--- src/rtl/lsu_pkg.sv ---
// Shared types and encodings for the load/store sequencer.
package lsu_pkg;

  typedef enum logic [1:0] {
    S_IDLE = 2'd0,
    S_B0   = 2'd1,
    S_B1   = 2'd2,
    S_RESP = 2'd3
  } state_e;

  localparam logic [1:0] SZ_B = 2'd0;
  localparam logic [1:0] SZ_H = 2'd1;
  localparam logic [1:0] SZ_W = 2'd2;

  localparam logic [2:0] F3_LB  = 3'b000;
  localparam logic [2:0] F3_LH  = 3'b001;
  localparam logic [2:0] F3_LW  = 3'b010;
  localparam logic [2:0] F3_LBU = 3'b100;
  localparam logic [2:0] F3_LHU = 3'b101;
  localparam logic [2:0] F3_SB  = 3'b000;
  localparam logic [2:0] F3_SH  = 3'b001;
  localparam logic [2:0] F3_SW  = 3'b010;

  // Unsigned forms exist only for byte/half loads.
  function automatic logic f3_legal(input logic st, input logic [2:0] f3);
    if (st)
      return (f3 == F3_SB) || (f3 == F3_SH) || (f3 == F3_SW);
    else
      return (f3 == F3_LB) || (f3 == F3_LH) || (f3 == F3_LW) ||
             (f3 == F3_LBU) || (f3 == F3_LHU);
  endfunction

endpackage

--- src/rtl/u_lsu_ctrl_align.sv ---
// Combinational lane math: byte-lane mask, shifted store data, aligned and extended load result.
module u_lsu_align
  import lsu_pkg::*;
(
  input  logic [1:0]  off,
  input  logic [1:0]  size,
  input  logic        uns,
  input  logic [31:0] wd,
  input  logic [63:0] rdata,
  output logic [7:0]  mask,
  output logic [63:0] wdata,
  output logic [31:0] result
);

  logic [3:0]  bmask;
  logic [31:0] sh_lo;

  function automatic logic [31:0] ext_load(input logic [31:0] d, input logic [1:0] sz,
                                           input logic u);
    logic [31:0] r;
    case (sz)
      SZ_B:    r = u ? {24'h0, d[7:0]}  : {{24{d[7]}}, d[7:0]};
      SZ_H:    r = u ? {16'h0, d[15:0]} : {{16{d[15]}}, d[15:0]};
      default: r = d;
    endcase
    return r;
  endfunction

  always_comb begin
    case (size)
      SZ_B:    bmask = 4'h1;
      SZ_H:    bmask = 4'h3;
      default: bmask = 4'hF;
    endcase
    mask   = {4'h0, bmask} << off;
    wdata  = {32'h0, wd} << {off, 3'b000};
    sh_lo  = 32'(rdata >> {off, 3'b000});
    result = ext_load(sh_lo, size, uns);
  end

endmodule

--- src/rtl/u_lsu_ctrl.sv ---
// Load/store sequencer onto a single 1-cycle-latency byte-laned SRAM port.
// Define LSU_MISALIGN_EN to split word-crossing accesses into two beats; otherwise they fault.
module u_lsu_ctrl
  import lsu_pkg::*;
#(
  parameter int AW = 16
) (
  input  logic          clk,
  input  logic          rst,
  input  logic          req_v,
  output logic          req_ready,
  input  logic          req_st,
  input  logic [2:0]    req_funct3,
  input  logic [31:0]   req_addr,
  input  logic [31:0]   req_wd,
  input  logic [4:0]    req_rd_a,
  output logic          done,
  output logic          err,
  output logic          rd_e,
  output logic [4:0]    rd_a,
  output logic [31:0]   rd_d,
  output logic [AW-1:0] dat_a,
  output logic [3:0]    dat_we,
  output logic [31:0]   dat_wd,
  output logic [3:0]    dat_re,
  input  logic [31:0]   dat_rd
);

`ifdef LSU_MISALIGN_EN
  localparam bit MISALIGN_EN = 1'b1;
`else
  localparam bit MISALIGN_EN = 1'b0;
`endif

  state_e          state, nxt;
  logic            st_p0;
  logic [2:0]      f3_p0;
  logic [AW+1:0]   addr_p0;
  logic [31:0]     wd_p0;
  logic [4:0]      rd_a_p0;
  logic [31:0]     beat0_p1;

  logic [7:0]      mask;
  logic [63:0]     wdata;
  logic [63:0]     rdata;
  logic [31:0]     result;
  logic [AW-1:0]   w0, w1;
  logic            split, bad;
  logic            unused_addr;

  assign unused_addr = ^req_addr[31:AW+2];

  assign w0    = addr_p0[AW+1:2];
  assign w1    = w0 + AW'(1);
  assign split = |mask[7:4];
  assign bad   = !f3_legal(st_p0, f3_p0) || (split && !MISALIGN_EN);
  assign rdata = split ? {dat_rd, beat0_p1} : {32'h0, dat_rd};

  u_lsu_align u_align (
    .off    (addr_p0[1:0]),
    .size   (f3_p0[1:0]),
    .uns    (f3_p0[2]),
    .wd     (wd_p0),
    .rdata  (rdata),
    .mask   (mask),
    .wdata  (wdata),
    .result (result)
  );

  // Request latch stage (p0) and beat-0 capture (p1)
  always_ff @(posedge clk or posedge rst) begin
    if (rst) begin
      state    <= S_IDLE;
      st_p0    <= 1'b0;
      f3_p0    <= 3'b000;
      addr_p0  <= '0;
      wd_p0    <= 32'h0;
      rd_a_p0  <= 5'd0;
      beat0_p1 <= 32'h0;
    end else begin
      state <= nxt;
      if (state == S_IDLE && req_v) begin
        st_p0   <= req_st;
        f3_p0   <= req_funct3;
        addr_p0 <= req_addr[AW+1:0];
        wd_p0   <= req_wd;
        rd_a_p0 <= req_rd_a;
      end
      if (state == S_B1)
        beat0_p1 <= dat_rd;
    end
  end

  always_comb begin
    nxt       = state;
    req_ready = 1'b0;
    done      = 1'b0;
    err       = 1'b0;
    rd_e      = 1'b0;
    rd_a      = 5'd0;
    rd_d      = 32'h0;
    dat_a     = '0;
    dat_we    = 4'h0;
    dat_re    = 4'h0;
    dat_wd    = 32'h0;
    case (state)
      S_IDLE: begin
        req_ready = 1'b1;
        if (req_v)
          nxt = S_B0;
      end
      S_B0: begin
        dat_a = w0;
        if (!bad) begin
          if (st_p0) begin
            dat_we = mask[3:0];
            dat_wd = wdata[31:0];
          end else begin
            dat_re = mask[3:0];
          end
        end
        nxt = (!bad && split) ? S_B1 : S_RESP;
      end
      S_B1: begin
        dat_a = w1;
        if (st_p0) begin
          dat_we = mask[7:4];
          dat_wd = wdata[63:32];
        end else begin
          dat_re = mask[7:4];
        end
        nxt = S_RESP;
      end
      S_RESP: begin
        done = 1'b1;
        err  = bad;
        // x0 is filtered by the register file, so rd_e is not gated on rd_a.
        if (!st_p0 && !bad) begin
          rd_e = 1'b1;
          rd_a = rd_a_p0;
          rd_d = result;
        end
        nxt = S_IDLE;
      end
      default: nxt = S_IDLE;
    endcase
  end

endmodule
--- config.mk ---
export PLATFORM = sky130hd
export DESIGN_NAME = u_lsu_ctrl
export DESIGN_NICKNAME = d
export VERILOG_FILES = /design/src/rtl/lsu_pkg.sv /design/src/rtl/u_lsu_ctrl_align.sv /design/src/rtl/u_lsu_ctrl.sv
export SDC_FILE = /design/constraint.sdc
export NUM_CORES = 1
export LEC_CHECK = 0
export ABC_AREA = 1
export CORE_MARGIN = 2
export CORE_UTILIZATION = 39
export CTS_BUF_LIST = sky130_fd_sc_hd__clkbuf_16
export CTS_CLUSTER_SIZE = 40
export DETAILED_ROUTE_END_ITERATION = 8
export PLACE_DENSITY_LB_ADDON = 0.12
export SLEW_MARGIN = 20
export SYNTH_ARGS = -nofsm -noshare
export SYNTH_HDL_FRONTEND = slang
export SYNTH_SLANG_ARGS = --single-unit
--- constraint.sdc ---
create_clock -name clk -period 3.27 [get_ports clk]
set_clock_uncertainty 0.1 [all_clocks]
set_input_delay 0.8175 -clock clk [delete_from_list [all_inputs] [get_ports clk]]
set_output_delay 0.8175 -clock clk [all_outputs]
set_load 0.005 [all_outputs]
==> reports/results.ini <==
[status]
status = finished, violations left
violations = negative setup slack

[power]
p_int_w = 0.00471
switching_share_pct = 48.0
leakage_nw = 5.33
vdd_drop_max_uv = 464
combPwrFrac_pct = 67.9
p_clk_share_pct = 10.3
p_per_area_nw_per_um2 = 911
p_switching_w = 0.00435
seqPwrFrac_pct = 21.7

[cts]
root_buffer = clkbuf_16
cts_tree = yes
cts_hold_buf = 0
path_clk_slew_ps = 60
clkLatencyLatePin_ps = 340
cts_buffers = 9
cts_max_level = 3
cts_max_path_buffers = 2
cts_sinks = 85

[sta]
hold_violations = 0
setup_viol = 5
slew_violations = 0
relSlewSlack_pct = 73.4
worst_pin_slew_ps = 399
fmax_mhz = 298
setup_slack_ps = -85.5
rsz0062_at_grt = true
post-route-period-util_pct = 103
fin_crit_ps = 3360

[place]
place_ws_ps = -274
portBuffers = 190
place_area_um2 = 8820
gp_congestion = 0.908
dpl.hpwl_mm = 16.0

[detailed_routing]
wl_per_cell_um = 15.9
routed_wl_mm = 23.2
ant_nets = 0
drc = 0
first_pass_iters = 5
via_per_inst = 5.19
drt_iter0_drc = 606
vias = 7557

[final_layout]
fill_cells = 1499
area_delta_synth_final_pct = 55.6
fin_nets = 1348
antenna_cells = 0
drive_above_1_share_pct = 21.3
stdcell_area_um2 = 9940

[critical_path]
critPathMaxStageDelay_ps = 490
crit_family = simple AND/OR/NAND/NOR gates
crit_buf_inv = 4
startpoint_type = flop
critPathRequiredTime_ps = 2350
crit_cells = 12
worstPathCellList = nand2_2 -> nand2_4 -> nand2_8 -> buf_12 -> inv_6 -> nand3_2 -> nand3_2 -> nand3_4 -> nand3_4 -> nand2_1 -> inv_1 -> clkdlybuf4s50_1
r2r_cells = 5
cp-end-kind = primary output
cp.arrival_ps = 2440
cp_slowest_cell = clkdlybuf4s50_1
critical_path_class = reg -> out
worstPathMaxFanout = 8

[yosys]
synthDistinctLibCells = 36
ys_ff_latch = 85
synthFlopType = dfrtp_1
syn-instance-count = 989
synth_fp_nets = 1103
synthArstFlopShare_pct = 100
synth-edff-count = 0
synth_warnings = 0
syn_area_um2 = 6390
yosysSeqAreaShare_pct = 33.3
avgSynthCellArea_um2 = 6.46

[floorplanning]
die_h_um = 132
fp.dieArea_um2 = 17400
start_util_pct = 40.1
die_w_um = 132
ios = 205
rows = 46
coreArea_um2 = 15900

[flow_run]
cap_violations = 0

[worst_hold_path]
worstHoldPathCells = 2
hold_class = reg -> reg

[global_routing]
track_usage_pct = 26.1
overflow = 0
grt_max_degree = 67
grt_pass1_vias = 7152
antenna_found_initial = 0
grt_pass1_wl_mm = 36.8

==> sequential cells by signal, indices dropped and copies added (netlist names) <==
name      flops
wd_p0        32
beat0_p1     24
addr_p0      18
rd_a_p0       5
f3_p0         3
state         2
st_p0         1
==> path summary, 6_finish.rpt <==
kind | start | end | slack [ps]
hold reg to reg | beat0_p1[9] | beat0_p1[9] | 390
max in group asynchronous | rst | addr_p0[1] | 1560
hold / removal | beat0_p1[9] | beat0_p1[9] | 390
min in group asynchronous | rst | addr_p0[12] | 650
setup reg to reg | state[1] | wd_p0[2] | 1440
setup / recovery | addr_p0[0] | rd_d[23] | -90
==> cell families (layout without fill, tap and decap cells) <==
| logic type | Yosys count | after routing | share of synthesized area, % |
|---|---|---|---|
| mux | 28 | 28 | 4.94 |
| flops | 85 | 85 | 33.3 |
| simple gates | 480 | 481 | 31.3 |
| fa+ha+maj | 6 | 6 | 1.18 |
| compound gates | 222 | 222 | 18.6 |
| buf+inv | 168 | 417 | 10.7 |
==> cell usage in the layout (no fill, tap or decap), types with 5 or more instances in the layout <==
| cell type | n |
|---|---|
| nor2_1 | 74 |
| a21oi_1 | 101 |
| o21ai_2 | 6 |
| inv_1 | 92 |
| nand3_1 | 70 |
| a21oi_2 | 18 |
| o21ai_1 | 9 |
| mux2_2 | 28 |
| buf_12 | 10 |
| buf_6 | 16 |
| nor3_2 | 5 |
| dfrtp_2 | 6 |
| o21ai_0 | 53 |
| o22ai_1 | 10 |
| clkbuf_16 | 11 |
| nand2_4 | 7 |
| nor2_2 | 7 |
| buf_4 | 73 |
| o31ai_1 | 8 |
| nand2_1 | 268 |
| nor2_4 | 6 |
| dfrtp_1 | 79 |
| clkbuf_2 | 7 |
| inv_2 | 13 |
| nor3_1 | 11 |
| dlymetal6s2s_1 | 31 |
| nand2_2 | 15 |
| clkinv_2 | 7 |
| clkdlybuf4s50_1 | 112 |
| nand4_1 | 5 |
| nand3_2 | 7 |
| dlygate4sd2_1 | 33 |
==> power groups by stage <==
stage	clock network (W)	logic (W)	registers [W]
after global routing	0.000997	0.00675	0.00204
after CTS	0.000957	0.00565	0.00194
after floorplan	0	0.00328	0.00183
after global placement	0	0.00503	0.00193
final	0.000936	0.00615	0.00197
after detailed placement	0	0.00507	0.00194
==> layout make-up <==
cell class	count	area (um^2)	area share, %
multi-input cells	737	3980	40.1
well taps	216	270	2.72
clock inverters	7	35.0	0.353
flip-flops and latches	85	2130	21.5
repair buffers	291	2870	28.8
inverters	110	424	4.27
clock buffers	9	225	2.27
==> layer usage <==
metal	wire length, um	share of wire, %	track usage (%)	vias to the layer above
li1	-	-	-	3727
met3	1720	7.4	4.31	41
met4	671	2.9	10.8	0
met2	10600	46	42.0	325
met1	10200	44	34.9	3464
met5	0	0	0	-
==> worst reg2reg max path, cell delays in order, from the launching register on <==
cell     delay (ps)
dfrtp_2         420
inv_2            90
ha_4            180
nand2_4         300
buf_12          250
mux2_2          370
==> cells in the mapped netlist, types with 4 or more instances <==
library cell / instances / area, um^2
nand3_1: 77 / 385
inv_2: 7 / 26.3
o22ai_1: 10 / 62.6
dfrtp_1: 85 / 2130
a21oi_1: 121 / 606
nor3_1: 15 / 75.1
ha_1: 6 / 75.1
buf_1: 5 / 18.8
o21ai_0: 62 / 310
mux2_2: 28 / 315
buf_6: 4 / 45.0
nand2_1: 287 / 1080
buf_2: 14 / 70.1
o21ai_1: 7 / 35.0
nand4_1: 5 / 31.3
nor2_1: 83 / 312
clkbuf_1: 34 / 128
o221ai_1: 4 / 35.0
nor2_2: 4 / 25.0
o31ai_1: 8 / 60.1
inv_1: 100 / 375
==> repair_timing <==
| action | 4_1_cts | 5_1_grt |
|---|---|---|
| gates resized for setup | 120 | 127 |
| pin swaps | 14 | 23 |
| gates cloned | 1 | 2 |
| endpoints found under the setup margin | 89 | 82 |
| setup buffers | 27 | 17 |
==> stage by stage <==
step                total power, W  std cells  utilization (%)  hold WS (ps)  setup TNS (ps)
finish                     0.00906       1455             62.3           389            -229
global route               0.00979       1455             62.3           407            -890
CTS                        0.00854       1437             59.4           385            -408
detailed placement         0.00701       1393             55.3           370           -5960
global placement           0.00696       1393             55.3           364           -5780
floorplan                  0.00511        989                -           348               0
(Power assumes the default switching activity.)
